**src/rtl/regfile_read_port.sv**
```systemverilog
// rtl/regfile_read_port.sv - register array with valid/ready read port and response FIFO
// Optional RF_BYPASS_EN: a read that collides with a same-cycle write returns the new data.
module regfile_read_port #(
    parameter int DATA_W    = 32,
    parameter int ADDR_W    = 4,
    parameter int BUF_DEPTH = 2
) (
    input  logic              clk,
    input  logic              rst_n,
    input  logic              write_en,
    input  logic [ADDR_W-1:0] write_reg,
    input  logic [DATA_W-1:0] write_data,
    input  logic              rd_req_valid,
    output logic              rd_req_ready,
    input  logic [ADDR_W-1:0] rd_req_reg,
    output logic              rd_resp_valid,
    input  logic              rd_resp_ready,
    output logic [ADDR_W-1:0] rd_resp_reg,
    output logic [DATA_W-1:0] rd_resp_data
);
    localparam int NREG  = 1 << ADDR_W;
    localparam int PTR_W = (BUF_DEPTH > 1) ? $clog2(BUF_DEPTH) : 1;
    localparam int CNT_W = $clog2(BUF_DEPTH + 1);
    localparam logic [CNT_W-1:0] DEPTH_C = CNT_W'(BUF_DEPTH);

    logic [DATA_W-1:0] regs      [NREG];
    logic [DATA_W-1:0] fifo_data [BUF_DEPTH];
    logic [ADDR_W-1:0] fifo_reg  [BUF_DEPTH];
    logic [PTR_W-1:0]  wr_ptr;
    logic [PTR_W-1:0]  rd_ptr;
    logic [CNT_W-1:0]  count;
    logic [CNT_W-1:0]  count_next;
    logic              req_ready_q;
    logic              push;
    logic              pop;
    logic [DATA_W-1:0] rd_sample;

    assign push = rd_req_valid && req_ready_q;
    assign pop  = (count != '0) && rd_resp_ready;

    always_comb begin
        rd_sample = regs[rd_req_reg];
`ifdef RF_BYPASS_EN
        if (write_en && (write_reg == rd_req_reg)) begin
            rd_sample = write_data;
        end
`endif
    end

    always_comb begin
        count_next = count;
        case ({push, pop})
            2'b10:   count_next = count + CNT_W'(1);
            2'b01:   count_next = count - CNT_W'(1);
            default: count_next = count;
        endcase
    end

    always_ff @(posedge clk) begin
        if (!rst_n) begin
            for (int i = 0; i < NREG; i++) begin
                regs[i] <= '0;
            end
        end else if (write_en) begin
            regs[write_reg] <= write_data;
        end
    end

    // FIFO storage needs no reset: outputs are masked whenever count is zero.
    always_ff @(posedge clk) begin
        if (rst_n && push) begin
            fifo_data[wr_ptr] <= rd_sample;
            fifo_reg[wr_ptr]  <= rd_req_reg;
        end
    end

    always_ff @(posedge clk) begin
        if (!rst_n) begin
            wr_ptr      <= '0;
            rd_ptr      <= '0;
            count       <= '0;
            req_ready_q <= 1'b0;
        end else begin
            if (push) begin
                wr_ptr <= wr_ptr + PTR_W'(1);
            end
            if (pop) begin
                rd_ptr <= rd_ptr + PTR_W'(1);
            end
            count       <= count_next;
            req_ready_q <= (count_next < DEPTH_C);
        end
    end

    assign rd_req_ready  = req_ready_q;
    assign rd_resp_valid = (count != '0);
    assign rd_resp_reg   = rd_resp_valid ? fifo_reg[rd_ptr]  : '0;
    assign rd_resp_data  = rd_resp_valid ? fifo_data[rd_ptr] : '0;
endmodule

```
**config.mk**
```make
export PLATFORM = sky130hd
export DESIGN_NAME = regfile_read_port
export DESIGN_NICKNAME = d
export VERILOG_FILES = /design/src/rtl/regfile_read_port.sv
export SDC_FILE = /design/constraint.sdc
export NUM_CORES = 1
export LEC_CHECK = 0
export BUFFER_PORTS_ARGS = -buffer_cell sky130_fd_sc_hd__buf_2
export CORE_MARGIN = 5
export CORE_UTILIZATION = 50
export DETAILED_ROUTE_END_ITERATION = 7
export PLACE_DENSITY = 0.74
export SLEW_MARGIN = 20
export SYNTH_ARGS = -nofsm -noshare
export SYNTH_HDL_FRONTEND = slang
export SYNTH_SLANG_ARGS = --single-unit
```
**constraint.sdc**
```tcl
create_clock -name clk -period 4 [get_ports clk]
set_input_delay 0.4 -clock clk [delete_from_list [all_inputs] [get_ports clk]]
set_output_delay 0.4 -clock clk [all_outputs]
set_load 0.01 [all_outputs]
```
## Word-level counts from Yosys, hierarchy flattened

Memory sizes are Yosys's and may differ from the RTL's. A register that Yosys moved wholly into a read port is not among the register bits.
Index checks and enable logic that the tools add are counted.

| operators by class | value |
|---|---|
| $add $sub $neg | 4 |
| magnitude comparators | 1 |
| eq/ne operators | 2 |
| muxes and demuxes | 16 |
| reduce and logical (&&, ||, !) cells | 5 |

Operators with widths:

| operator | count |
|---|---|
| two-way mux 32 bit | 2 |
| OR reduction 32 bit | 1 |
| two-way mux 1 bit | 11 |
| two-way mux 4 bit | 2 |
| one-hot mux 2 bit (2 select lines) | 1 |
| logical AND 1 bit | 3 |
| adder 1 bit (second input constant) | 2 |
| adder 2 x 1 -> 2 bit (second input constant) | 1 |
| equality test 2 x 1 -> 1 bit (second input constant) | 1 |
| equality test 2 bit (second input constant) | 1 |
| less-than comparator 2 bit (second input constant) | 1 |
| nonzero test 2 bit | 1 |
| subtractor 2 x 1 -> 2 bit (second input constant) | 1 |

| storage, ports and cells | value |
|---|---|
| register bits after elaboration | 5 |
| bits in writable memories | 584 |
| input bits | 45 |
| output and inout port bits | 38 |
| word-level logic and storage cells | 35 |
| memories kept | 3 |

Memory list:

| name | words | width | read ports | clocked after Yosys merged registers in | wr ports | RTL line | source |
|---|---|---|---|---|---|---|---|
| regs | 16 | 32 | 1 | 0 | 16 | 26 | `logic [DATA_W-1:0] regs [NREG];` |
| fifo_data | 2 | 32 | 1 | 1 | 1 | 27 | `logic [DATA_W-1:0] fifo_data [BUF_DEPTH];` |
| fifo_reg | 2 | 4 | 1 | 1 | 1 | 28 | `logic [ADDR_W-1:0] fifo_reg [BUF_DEPTH];` |

## Depth between registers and ports, before layout

| depth | value |
|---|---|
| word-level depth | 5 |
| gate-level depth with buffers | 6 |
| mapped depth without buffers | 6 |

## Least setup slack after synthesis

OpenSTA, ideal clock, no wires.

| path | value |
|---|---|
| kind | input to register |
| from | input port rst_n |
| to | memory fifo_data[0][0] (enable) |
| setup time | 482 ps |
| arrival time | 3452 ps |
| data required time | 3518 ps |
| path slack | 67 ps |
| cell stages on the path | 3 |
| path buffers | 2 |
| path through | buf_4 clkbuf_1 nor3b_1 |

| between the ends | value |
|---|---|
| cells in the longest elaborated chain, start to end | 3 |

RTL lines:

| item | RTL line | source |
|---|---|---|
| start, declared | 9 | `input logic rst_n,` |
| logical AND 1 bit | 71 | `if (rst_n && push) begin` |
| two-way mux 1 bit | 71 |  |
| two-way mux 1 bit (not written as such) | 72 | `fifo_data[wr_ptr] <= rd_sample;` |
| end, declared | 27 |  |

No other way between the ends.

==> out/summary.md <==
The flow ran to the end, and the final reports show no timing, DRC or antenna violations. The run gives 95100 um as the first-pass GRT wire length. The run gives 57 as the number of buffers added by the clock tree synthesis step. The final layout contains 1710 nets. The multi-input combinational cells in the finished layout cover a total of 0.00778 mm2. In this run the deepest clock path goes through 3 buffers.

The placed wire-length estimate is 37200 um, and the number of iterations in the first detailed-routing pass is 5. The tools report the kind of start point of the critical path as a register. In the final layout, flip-flops and latches occupy 0.0177 mm2. Summed over all nets, the switching power comes to 0.00333 W. During I/O placement, the number of pins put on the boundary was 83. After clock tree synthesis, the flow added hold-fix buffers numbering 0.

The slowest stage of the critical path belongs to the cell dfxtp_2. Dividing the detail-routed via count by the number of cells gives 5.94. The worst register-to-register path has a setup slack of 2270 ps. The logs give 0 for the number of hold-slack violations in the final timing report and 0 for the number of warnings reported in the yosys synthesis log. The routed layout has 14205 vias. Walking the worst path, the cells encountered are buf_4 -> mux2i_1 -> nor2_1 -> buf_2. The number of instances in the placed design is 2284. The largest net degree at the start of global routing is 47, and the part of the power in registers is 0.524. Synthesis produced 1594 cells. Gates resized during post-CTS repair numbered 0. The part of the total power dissipated in the clock network is 0.366. Setup repair after global routing left no endpoint under its margin. The worst hold path belongs to the class in2reg. The die covers 0.0562 mm2. Worst slew margin relative to its limit: 0.215. After detailed routing, the number of remaining DRC violations is 0.

The total nets after synthesis was 1640. The detailed router finished its first iteration with 1679 violations. The flip-flop count of the largest register after layout was 512; the worst-case clock skew was 27.1 ps. The total overflow left after global routing is 0. The clock latency on the worst-skew pair was 620 ps; the clock slew seen by the registers of the worst setup and hold paths was 60 ps. After synthesis the cells add up to 0.0258 mm2. STA puts the critical path data required time at 3600 ps.

The hold path startpoint was rd_req_reg[2]. The internal portion of the total power is 0.0107 W. Initial antenna violation count: 3.

TritonCTS built the clock tree. The final non-filler cell total was 2391. The number of setup violations in the final report is 0, and the port buffer count is 82. Summed over all failing endpoints, the final setup total negative slack is 0 ps. For this run, the slowest stage of the critical path takes 780 ps.

Buffer cell driving the clock tree root: clkbuf_16. The floorplan die width was 237 um; the detailed-route wire length per cell was 26.8 um. Clock tree synthesis found a total of 590 sinks. Total power for the finished layout comes to 0.0140 W. The logs give 2 for the depth of the CTS H-tree and 3817 for the final-layout fill cell count. VDD sags by at most 0.409 mV.

The leakage power total is 10.1 nW, and the number of pins exceeding their max-slew limit in the final report is 0. Row generation in the floorplan step produced 83 rows. The number of register bits inferred by synthesis was 590; the combined global-route utilization of all metal layers was 0.227.

The die height is 237 um, and the number of maximum-capacitance violations is 0. For the post-route antenna net violation count, the log shows 0. For the pin with the worst max-slew slack, the measured transition is 1170 ps. The shortest clock period the worst path allows after layout came out at 2890 ps. The startpoint-to-endpoint class of the critical path is reg2out.

The repair_antennas step left the layout with diodes totalling 0. In this run the critical register-to-register path is launched from count[0]$_SDFFE_PN0N_. The via count of the first global-routing pass is 14601. The utilization after layout is 0.568.

Synthesis instantiated 28 different standard cells from the library. Routability-driven placement finished with a final weighted congestion of 0.784. Data on the critical path arrives at its endpoint at 2490 ps. The layout cell share with drive strength beyond 1 is 0.225.

Endpoint kind of the worst setup timing path: a primary output. The effective utilization at floorplan was 0.503. The part of the Yosys area used for sequential elements was 0.685. The fraction of power spent switching nets is 0.238. The average cell area after synthesis was 16.2 um2. For this run, the top clock speed supported by timing is 347 MHz. The maximum fanout encountered on the critical timing path is 18, and the power per standard cell area is 481 mW/mm2. The part of the cycle the worst path needs is 0.721.

The region available for standard cell placement spans 0.0512 mm2. After detailed routing, the total wire length is 64000 um. The power share of the combinational group is 0.110, and the area growth from synthesis to layout is 12.8%. Hold is met by 96.0 ps. Once the clock tree was built, the setup fixing pass inserted 0 buffers.
[per-stage QoR]
| step | instance area [um2] | setup WS, ps |
|---|---|---|
| 2_1_floorplan | 25800 | 66.7 |
| 3_3_place_gp | 27300 | 809 |
| 3_5_place_dp | 27300 | 735 |
| 4_1_cts | 29000 | 1070 |
| 5_1_grt | 29100 | 1000 |
| 6_report | 29100 | 1110 |
[routing by layer]
metal | part of all wire | track usage | routed length [um] | vias up
met5 | 0 | 0 | 0 | -
met4 | 0.018 | 0.0493 | 1180 | 0
met3 | 0.086 | 0.0457 | 5490 | 97
met2 | 0.51 | 0.390 | 32600 | 691
met1 | 0.39 | 0.305 | 24700 | 7373
li1 | - | - | - | 6044
[power by group through the flow]
stage	logic, W	clock network (W)	registers [W]
final	0.00154	0.00512	0.00734
after global routing	0.00165	0.00545	0.00736
after CTS	0.00155	0.00517	0.00734
after detailed placement	0.00155	0	0.00747
after global placement	0.00152	0	0.00744
after floorplan	0.000941	0	0.00739
[layout make-up]
type | count | area share
sequential | 590 | 0.608
inverter | 2 | 0.000258
tap | 680 | 0.0293
clock buffer | 75 | 0.0529
multi-input combinational | 869 | 0.268
timing repair buffer | 144 | 0.0347
clock inverter | 31 | 0.00758
[final timing paths]
| path | end | cells after the start |
|---|---|---|
| max | rd_resp_data[11] | 4 |
| min reg2reg | register | 2 |
| min | fifo_reg[0][2]$_DFFE_PP_ | 1 |
| max reg2reg | rd_req_ready$_SDFF_PN0_ | 5 |
[logic make-up (layout without fill, tap and decap cells)]
logic type	after synthesis	count (layout)	synth area share
and+or+nand+nor	621	621	0.144
DFF	590	590	0.685
muxes	164	164	0.126
buffers and inverters	135	252	0.0217
AOI/OAI and AO/OA	79	79	0.0217
xor gates and xnor gates	4	4	0.00136
adders and majority gates	1	1	0.000486
[cell usage in the layout (no fill, tap or decap), types with 16 or more instances in the layout]
| cell type | n |
|---|---|
| mux4_2 | 128 |
| clkbuf_1 | 16 |
| edfxtp_1 | 584 |
| clkinv_1 | 17 |
| clkbuf_16 | 59 |
| and2_1 | 516 |
| buf_2 | 80 |
| nand2_1 | 34 |
| a22oi_1 | 64 |
| nor2_1 | 36 |
| buf_4 | 54 |
| mux2i_1 | 36 |
[cells in the mapped netlist]
cell | n | area (um2)
nand4bb_1 | 1 | 11.3
and3_1 | 1 | 6.26
clkbuf_1 | 102 | 383
buf_2 | 12 | 60.1
nor3b_1 | 1 | 7.51
nand4b_1 | 2 | 17.5
and4_1 | 1 | 8.76
mux4_2 | 128 | 2880
xnor2_1 | 4 | 35.0
a22oi_1 | 64 | 480
and2_1 | 517 | 3230
dfxtp_1 | 6 | 120
nand4_1 | 1 | 6.26
edfxtp_1 | 584 | 17500
buf_1 | 9 | 33.8
nand2b_1 | 6 | 37.5
nor3_1 | 1 | 5.00
o21ai_0 | 14 | 70.1
inv_1 | 2 | 7.51
nor2_1 | 50 | 188
nand2_1 | 34 | 128
buf_4 | 10 | 75.1
mux2i_1 | 36 | 360
or3_1 | 1 | 6.26
nor2b_1 | 2 | 12.5
nor3_2 | 3 | 30.0
a21boi_0 | 1 | 7.51
ha_1 | 1 | 12.5
[critical path, delay by kind of cell (launching register included)]
kind / cells / cell delay [ps]
AND/OR/NAND/NOR: 1 / 70
flip-flops: 1 / 780
multiplexers: 1 / 450
buffers and inverters: 2 / 550
(Power assumes the default switching activity.)
